===== src/rtl/cordic_polar_engine.sv =====
// Iterative multi-mode CORDIC: vectoring (atan2 + magnitude) or rotation, with
// optional gain compensation, saturating outputs and valid/ready handshakes.
module cordic_polar_engine #(
    parameter int WIDTH     = 32,
    parameter int FRAC      = 16,
    parameter int ITERS     = 16,
    parameter int GAIN_COMP = 1
) (
    input  logic             clk,
    input  logic             rst,
    input  logic             in_valid,
    output logic             in_ready,
    input  logic             mode,
    input  logic [WIDTH-1:0] x_in,
    input  logic [WIDTH-1:0] y_in,
    input  logic [WIDTH-1:0] z_in,
    output logic             out_valid,
    input  logic             out_ready,
    output logic [WIDTH-1:0] out_x,
    output logic [WIDTH-1:0] out_y,
    output logic [WIDTH-1:0] out_z,
    output logic             out_sat
);
    localparam int IW = WIDTH + 2;
    localparam int PW = IW + 34;
    localparam int SH = 30 - FRAC;
    localparam logic [63:0] HALF_PI_Q30 = 64'd1686629713;
    localparam logic [63:0] K_Q30       = 64'd652032874;
    localparam logic signed [IW-1:0] P_HALF_PI = IW'(HALF_PI_Q30 >> SH);
    localparam logic signed [PW-1:0] P_KQ  = PW'((K_Q30 + (64'd1 << (SH - 1))) >> SH);
    localparam logic signed [PW-1:0] P_RND = PW'(64'd1 << (FRAC - 1));
    localparam logic signed [PW-1:0] P_MAX = PW'((64'd1 << (WIDTH - 1)) - 64'd1);
    localparam logic signed [PW-1:0] P_MIN = ~P_MAX;

    typedef enum logic [2:0] {S_IDLE, S_PRE, S_CALC, S_SCALE, S_HOLD} state_t;

    state_t                r_state, w_next;
    logic                  r_in_ready, r_mode, r_zero;
    logic [4:0]            r_iter;
    logic signed [IW-1:0]  r_x, r_y, r_z;
    logic signed [IW-1:0]  w_xs, w_ys, w_atan;
    logic                  w_d, w_accept, w_sat_x, w_sat_y;
    logic signed [PW-1:0]  w_px, w_py;
    logic [WIDTH-1:0]      w_ox, w_oy;

    function automatic logic [31:0] f_atan(input logic [4:0] i);
        case (i)
            5'd0:  return 32'h3243F6A9;
            5'd1:  return 32'h1DAC6705;
            5'd2:  return 32'h0FADBAFD;
            5'd3:  return 32'h07F56EA7;
            5'd4:  return 32'h03FEAB77;
            5'd5:  return 32'h01FFD55C;
            5'd6:  return 32'h00FFFAAB;
            5'd7:  return 32'h007FFF55;
            5'd8:  return 32'h003FFFEB;
            5'd9:  return 32'h001FFFFD;
            5'd10: return 32'h00100000;
            5'd11: return 32'h00080000;
            5'd12: return 32'h00040000;
            5'd13: return 32'h00020000;
            5'd14: return 32'h00010000;
            5'd15: return 32'h00008000;
            5'd16: return 32'h00004000;
            5'd17: return 32'h00002000;
            5'd18: return 32'h00001000;
            5'd19: return 32'h00000800;
            5'd20: return 32'h00000400;
            5'd21: return 32'h00000200;
            5'd22: return 32'h00000100;
            5'd23: return 32'h00000080;
            default: return 32'h00000000;
        endcase
    endfunction

    function automatic logic signed [PW-1:0] f_scale(input logic signed [IW-1:0] v);
        logic signed [PW-1:0] p;
        p = PW'(v);
        if (GAIN_COMP != 0) p = (p * P_KQ + P_RND) >>> FRAC;
        return p;
    endfunction

    assign w_accept  = r_in_ready & in_valid;
    assign in_ready  = r_in_ready;
    assign out_valid = (r_state == S_HOLD);

    always_comb begin
        w_next = r_state;
        case (r_state)
            S_IDLE:  if (w_accept) w_next = S_PRE;
            S_PRE:   w_next = S_CALC;
            S_CALC:  if (r_iter == 5'(ITERS - 1)) w_next = S_SCALE;
            S_SCALE: w_next = S_HOLD;
            S_HOLD:  if (out_ready) w_next = S_IDLE;
            default: w_next = S_IDLE;
        endcase
    end

    // in_ready is registered so it stays low through reset and the first edge after it
    always_ff @(posedge clk or posedge rst) begin
        if (rst) begin
            r_state    <= S_IDLE;
            r_in_ready <= 1'b0;
        end else begin
            r_state    <= w_next;
            r_in_ready <= (w_next == S_IDLE);
        end
    end

    always_comb begin
        w_d     = r_mode ? r_z[IW-1] : ~r_y[IW-1];
        w_xs    = r_x >>> r_iter;
        w_ys    = r_y >>> r_iter;
        w_atan  = IW'(f_atan(r_iter) >> SH);
        w_px    = f_scale(r_x);
        w_py    = f_scale(r_y);
        w_sat_x = (w_px > P_MAX) || (w_px < P_MIN);
        w_sat_y = (w_py > P_MAX) || (w_py < P_MIN);
        w_ox    = w_sat_x ? (w_px[PW-1] ? P_MIN[WIDTH-1:0] : P_MAX[WIDTH-1:0]) : w_px[WIDTH-1:0];
        w_oy    = w_sat_y ? (w_py[PW-1] ? P_MIN[WIDTH-1:0] : P_MAX[WIDTH-1:0]) : w_py[WIDTH-1:0];
    end

    always_ff @(posedge clk or posedge rst) begin
        if (rst) begin
            r_mode  <= 1'b0;
            r_zero  <= 1'b0;
            r_iter  <= '0;
            r_x     <= '0;
            r_y     <= '0;
            r_z     <= '0;
            out_x   <= '0;
            out_y   <= '0;
            out_z   <= '0;
            out_sat <= 1'b0;
        end else begin
            case (r_state)
                S_IDLE: if (w_accept) begin
                    r_mode <= mode;
                    r_x    <= IW'($signed(x_in));
                    r_y    <= IW'($signed(y_in));
                    r_z    <= IW'($signed(z_in));
                end
                S_PRE: begin
                    r_iter <= '0;
                    r_zero <= ~r_mode && (r_x == '0) && (r_y == '0);
                    // Quadrant pre-rotation by +/-90 degrees keeps CALC inside its convergence range
                    if (!r_mode) begin
                        if (!r_x[IW-1]) begin
                            r_z <= '0;
                        end else if (!r_y[IW-1]) begin
                            r_x <= r_y;
                            r_y <= -r_x;
                            r_z <= P_HALF_PI;
                        end else begin
                            r_x <= -r_y;
                            r_y <= r_x;
                            r_z <= -P_HALF_PI;
                        end
                    end else if (r_z > P_HALF_PI) begin
                        r_x <= -r_y;
                        r_y <= r_x;
                        r_z <= r_z - P_HALF_PI;
                    end else if (r_z < -P_HALF_PI) begin
                        r_x <= r_y;
                        r_y <= -r_x;
                        r_z <= r_z + P_HALF_PI;
                    end
                end
                S_CALC: begin
                    r_iter <= r_iter + 5'd1;
                    if (w_d) begin
                        r_x <= r_x + w_ys;
                        r_y <= r_y - w_xs;
                        r_z <= r_z + w_atan;
                    end else begin
                        r_x <= r_x - w_ys;
                        r_y <= r_y + w_xs;
                        r_z <= r_z - w_atan;
                    end
                end
                S_SCALE: begin
                    out_x   <= w_ox;
                    out_y   <= w_oy;
                    out_z   <= r_zero ? '0 : r_z[WIDTH-1:0];
                    out_sat <= w_sat_x | w_sat_y;
                end
                default: ;
            endcase
        end
    end
endmodule


===== config.mk =====
export PLATFORM = sky130hd
export DESIGN_NAME = cordic_polar_engine
export DESIGN_NICKNAME = d
export VERILOG_FILES = /design/src/rtl/cordic_polar_engine.sv
export SDC_FILE = /design/constraint.sdc
export NUM_CORES = 2
export LEC_CHECK = 0
export ABC_AREA = 1
export CAP_MARGIN = 20
export CORE_UTILIZATION = 30
export CTS_BUF_LIST = sky130_fd_sc_hd__clkbuf_4 sky130_fd_sc_hd__clkbuf_8
export DETAILED_ROUTE_END_ITERATION = 10
export PLACE_DENSITY_LB_ADDON = 0.12
export SETUP_SLACK_MARGIN = 0.4
export SLEW_MARGIN = 25
export SYNTH_ARGS = -nofsm -noshare
export SYNTH_HDL_FRONTEND = slang
export SYNTH_SLANG_ARGS = --single-unit

===== constraint.sdc =====
create_clock -name clk -period 21.8 [get_ports clk]
set_input_delay 4.36 -clock clk [delete_from_list [all_inputs] [get_ports clk]]
set_output_delay 4.36 -clock clk [all_outputs]
set_load 0.05 [all_outputs]

Word-level counts from Yosys, hierarchy flattened
Memories as Yosys holds them, arrays and structs flattened. Index checks and enable logic that the tools add are counted.

Shifts and indexed selects: 2. Bitwise logic cells: 4. Reduce and logical (&&, ||, !) cells: 13. Multiplexer cells: 35. Add/sub/neg operators: 13. Multiply operators: 2. Equal/unequal tests: 8. $lt $le $gt $ge: 6.

Operator list (count): 34-bit 2-to-1 mux (21); 34-bit case mux with 3 select lines (3); 32-bit 2-to-1 mux (5); 51-bit by 17-bit adder with 52-bit output, second input constant (2); 34-bit by 17-bit multiplier with 51-bit output, second input constant (2); 36-bit by 32-bit > comparator with 1-bit output, second input constant (2); 36-bit by 32-bit < comparator with 1-bit output, second input constant (2); 34-bit adder (2); 34-bit logical NOT (2); 34-bit negator (2); 34-bit by 5-bit >>> shifter with 34-bit output (2); 34-bit subtractor (2); 34-bit by 18-bit adder with 34-bit output, second input constant (1); 34-bit by 19-bit adder with 34-bit output (1); 34-bit by 18-bit > comparator with 1-bit output, second input constant (1); 34-bit by 18-bit < comparator with 1-bit output, second input constant (1); 34-bit by 18-bit subtractor with 34-bit output, second input constant (1); 34-bit by 19-bit subtractor with 34-bit output (1); 3-bit case mux with 5 select lines (1); 5-bit case mux with 2 select lines (1); 3-bit 2-to-1 mux (3); 3-bit by 2-bit equality test with 1-bit output, second input constant (2); 3-bit logical NOT (2); 5-bit by 1-bit adder with 5-bit output, second input constant (1); other kinds (17) (20).

Output and inout port bits: 99. Register bits: 210. Memories: 1. ROM bits: 960.

Memory list: (no name shown) (depth 32, width 30, rd ports 1, clocked after memory_dff 0, wr ports 0, RTL line 47) `case (i)`.

Depth between registers and ports, before layout
Word-level depth: 5. Depth in mapped cells: 42.

Worst setup path after synthesis
No wires, ideal clock.

Path kind: register to register. Start point: register r_x[33]. End point: register out_x[23]. Path slack: 15493 ps. Cell stages (with the launch flop): 22. Path buffers: 1. Required time: 21667 ps. Arrival time: 6174 ps. Library setup time: 133 ps. Cell sequence: dfrtp_1 > clkinv_1 > ha_1 > fa_1 > fa_1 > fa_1 > fa_1 > inv_1 > fa_1 > inv_1 > ha_1 > nand2_1 > nor2_1 > inv_1 > nor4_1 > nand3_1 > nand3_1 > xor2_1 > nand4_1 > a21oi_1 > clkbuf_1 > a21oi_1.

Word-level cells in the longest chain between the ends: 5.

Ends and longest elaborated chain: start, declared (RTL line 40) `logic signed [IW-1:0] r_x, r_y, r_z;`; start signal, assigned (RTL line 139) `r_x <= IW'($signed(x_in));`; start signal, assigned (RTL line 151) `r_x <= r_y;`; start signal, assigned (RTL line 155) `r_x <= -r_y;`; 34-bit by 17-bit multiplier with 51-bit output (*) (RTL line 79) `if (GAIN_COMP != 0) p = (p * P_KQ + P_RND) >>> FRAC;`; 51-bit by 17-bit adder with 52-bit output (*) (RTL line 79); 36-bit by 32-bit > comparator with 1-bit output / 36-bit by 32-bit < comparator with 1-bit output (equally long branches) (RTL line 117) `w_sat_x = (w_px > P_MAX) || (w_px < P_MIN);`; 1-bit logical OR (RTL line 117); 32-bit 2-to-1 mux (*) (RTL line 119) `w_ox = w_sat_x ? (w_px[PW-1] ? P_MIN[WIDTH-1:0] : P_MAX[WIDTH-1:0]) : w_px[WIDTH-1:0];`; end signal, assigned (RTL line 182) `out_x <= w_ox;`; end, declared (RTL line 19) `output logic [WIDTH-1:0] out_x,`.

Mark *: on every way between the ends. The rest lies on a longest branch, timed or not. A chain may end at the register's enable or synchronous reset.

Worst setup path after layout
Start point: register r_x[33]. End point: register out_x[24].

The elaborated chain is that of the path after synthesis.

==> summary.md <==
| Metric | Value |
|---|---|
| Fin util | `0.336` |
| Net Count, Synth | `7981` |
| Setup TNS | `0 ns` |
| Setup-failing EPs final | `0` |
| Crit path max fanout | `32` |
| Worst Path Arrival | `9.08 ns` |
| TritonCTS clock tree | `yes` |
| Post-synth EDFFs | `0` |
| Largest net degree at the start of global routing | `104` |
| Detailed Route WL | `210 mm` |
| Main flop type after synthesis | `dfrtp_1` |
| Fmax | `119 MHz` |
| Port Buffer Count | `199` |
| Actual slew at the worst max-slew pin | `1.29 ns` |
| Post-route ant nets | `0` |
| Remaining DRCs | `0` |
| Max cap viols | `0` |
| Grt ovf | `0` |
| Synth-to-layout area growth | `11.4%` |
| FP Rows | `147` |
| HP Class | `flip-flop to flip-flop` |
| Starting DRC count in detailed routing | `4074` |
| Max transition margin | `0.139` |
| Top sig layer | `met5` |
| Unrepaired setup endpoints after global routing | `no` |
| Nets | `8111` |
| Type of origin of the critical path | `flip-flop` |
| Post-route minimum period | `8.41 ns` |
| First-pass GRT wire length | `311 mm` |
| Placer Congestion | `1.01` |
| CP Cell Sequence | `buf_4 > clkinv_1 > ha_1 > inv_1 > fa_1 > inv_1 > fa_1 > fa_1 > fa_1 > inv_1 > fa_1 > inv_1 > ha_1 > a21oi_1 > o21ai_0 > a21oi_1 > nor2_1 > nor3_1 > nand3_1 > xnor2_1 > nand4_1 > nand2_2 > nand2_1 > a21oi_1` |
| Yosys reg bits | `210` |
| Hpwl dp | `175 mm` |
| Num CTS Buffers | `50` |
| Number of global-route vias before repair | `47100` |
| Hold Buf Count CTS | `0` |
| Ys async rst share | `1.00` |
| CTS clk-pin slew, worst paths | `0.05 ns` |
| CTS Sinks | `210` |
| WP data required | `22.47 ns` |
| CTS max path bufs | `3` |
| I/O Pins | `200` |
| Yosys warns | `0` |
| Final Hold Viols | `0` |
| Synth cell types | `63` |
| CP max stage cell | `ha_1` |
| Wire per inst | `23.2 um` |
| Syn Inst Count | `6732` |
| Metal3 WL | `12.3 mm` |
| Chip height | `404 um` |
| Initial antenna violation count | `8` |
| Share of post-route cells with drive strength above 1 | `0.0348` |
| GRT Overall Usage | `0.256` |
| Chip width | `404 um` |
| Clock H-tree levels | `2` |
| Clk_skew | `0.0443 ns` |
| Slew Limit Fails | `0` |
| Fin crit share | `0.386` |
| Slowest stage delay, CP | `0.70 ns` |
| Placed cells | `8969` |
| Sequential share of the synthesized area | `0.108` |
| Most frequent CP cell | `fa_1` |
| CP delay by family, top | `adder cells` |
| DR WL met2 | `97.6 mm` |
| Via count | `46700` |
| Crit path kind | `flip-flop to flip-flop` |
| CP bufs+invs | `6` |
| Crit end category | `flip-flop` |
| Clock Latency Late Sink | `0.78 ns` |
| Avg Synthesized Cell Area | `7.20 um2` |
| Starting Density | `0.302` |
| Status | `completed` |
| Post-synthesis instance area | `48400 um2` |
| TritonRoute pass-1 iters | `6` |
| M1 wire length | `91.4 mm` |
| Vias/cell | `5.15` |
| Clock root buffer | `clkbuf_8` |
| Post-CTS sizing | `0` |
| Finished Layout Cells | `9065` |
| Post-CTS setup buffers | `0` |
| CORE AREA | `160000 um2` |
| Die Area | `163000 um2` |
-- cells by family (layout without fill, tap and decap cells) --
| family | Yosys count | after routing | share of synthesized area |
|---|---|---|---|
| other | 0 | 1 | 0 |
| XOR/XNOR | 244 | 244 | 0.0441 |
| adder cells (fa/ha/maj) | 1148 | 1148 | 0.378 |
| multiplexers | 2 | 2 | 0.000413 |
| flip-flops | 210 | 210 | 0.108 |
| buffers and inverters | 1451 | 1623 | 0.116 |
| AND/OR/NAND/NOR | 2481 | 2481 | 0.214 |
| AO/OA/AOI/OAI | 1196 | 1196 | 0.139 |
-- through the flow --
stage	setup slack (ns)	hold slack, ns	area, um2
floorplan	11.70	0.540	48400
global placement	13.13	0.468	52800
detailed placement	13.55	0.471	52800
CTS	13.50	0.485	53900
global route	13.11	0.513	54000
finish	13.39	0.479	54000
-- metal layers --
| layer | global-route usage | vias to the layer above |
|---|---|---|
| met1 | 0.341 | 22900 |
| met5 | 0 | - |
| met2 | 0.419 | 1540 |
| met3 | 0.0334 | 315 |
| met4 | 0.100 | 8 |
| li1 | - | 21900 |
-- tightest hold or removal path: stages, from the launching register on --
cell and delay [ns]:
dfrtp_1 0.34, nand2_1 0.05, o31ai_1 0.05
-- area by class of cell --
class	instances	area [um2]
repair buffers	265	2510
diodes	1	2.50
fillers	17700	106000
clock inverters	18	156
multi-input cells	5071	37600
well taps	2160	2700
inverters	1264	4760
flip-flops and latches	210	5260
clock buffers	76	971
-- path summary, 6_finish.rpt --
check                      startpoint         to  slack (ns)  depth (start not counted)
max                           r_x[33]  out_x[24]       13.39                         24
min                          out_z[4]   out_z[4]        0.48                          2
max reg2reg                   r_x[33]  out_x[24]       13.39                         24
min reg2reg                  out_z[4]   out_z[4]        0.48                          2
max in group asynchronous         rst  out_x[25]       16.02                          3
min in group asynchronous         rst  out_z[30]        4.13                          2
-- cell usage after synthesis, drive strengths merged, types with 24 or more instances --
library cell,number,area (um2)
inv,1256,4720
xor2,194,1700
o211ai,38,285
or2,27,169
a21o,24,180
nand3,465,2340
a21oi,486,2450
buf,101,557
ha,623,7790
a31oi,40,250
o21ai,433,2170
fa,525,10500
xnor2,50,438
nand4,56,357
nor2,471,1790
nor3,61,315
o221ai,30,263
nand2,1371,5200
dfrtp,210,5260
clkbuf,86,323
o31ai,32,245
-- registers in the layout, summed over array words and instances, names as in the netlist, 3 cells and up --
signal / cells
r_x: 34
r_iter: 5
out_x: 32
r_state: 3
r_z: 34
r_y: 34
out_z: 32
out_y: 32
-- cells in the final DEF, fill, tap and decap left out, types with 64 or more instances in the layout --
master           Yosys  final
a21oi_1            484    482
buf_4                7     65
clkbuf_8             0     64
clkdlybuf4s50_1      0    199
dfrtp_1            210    206
fa_1               525    525
ha_1               623    623
inv_1             1243   1240
nand2_1           1361   1360
nand3_1            463    463
nor2_1             464    462
o21ai_0            375    372
xor2_1             194    194
Power is not shown: default switching activity piles up to over one toggle a cycle in this logic, so the estimate is an artifact.
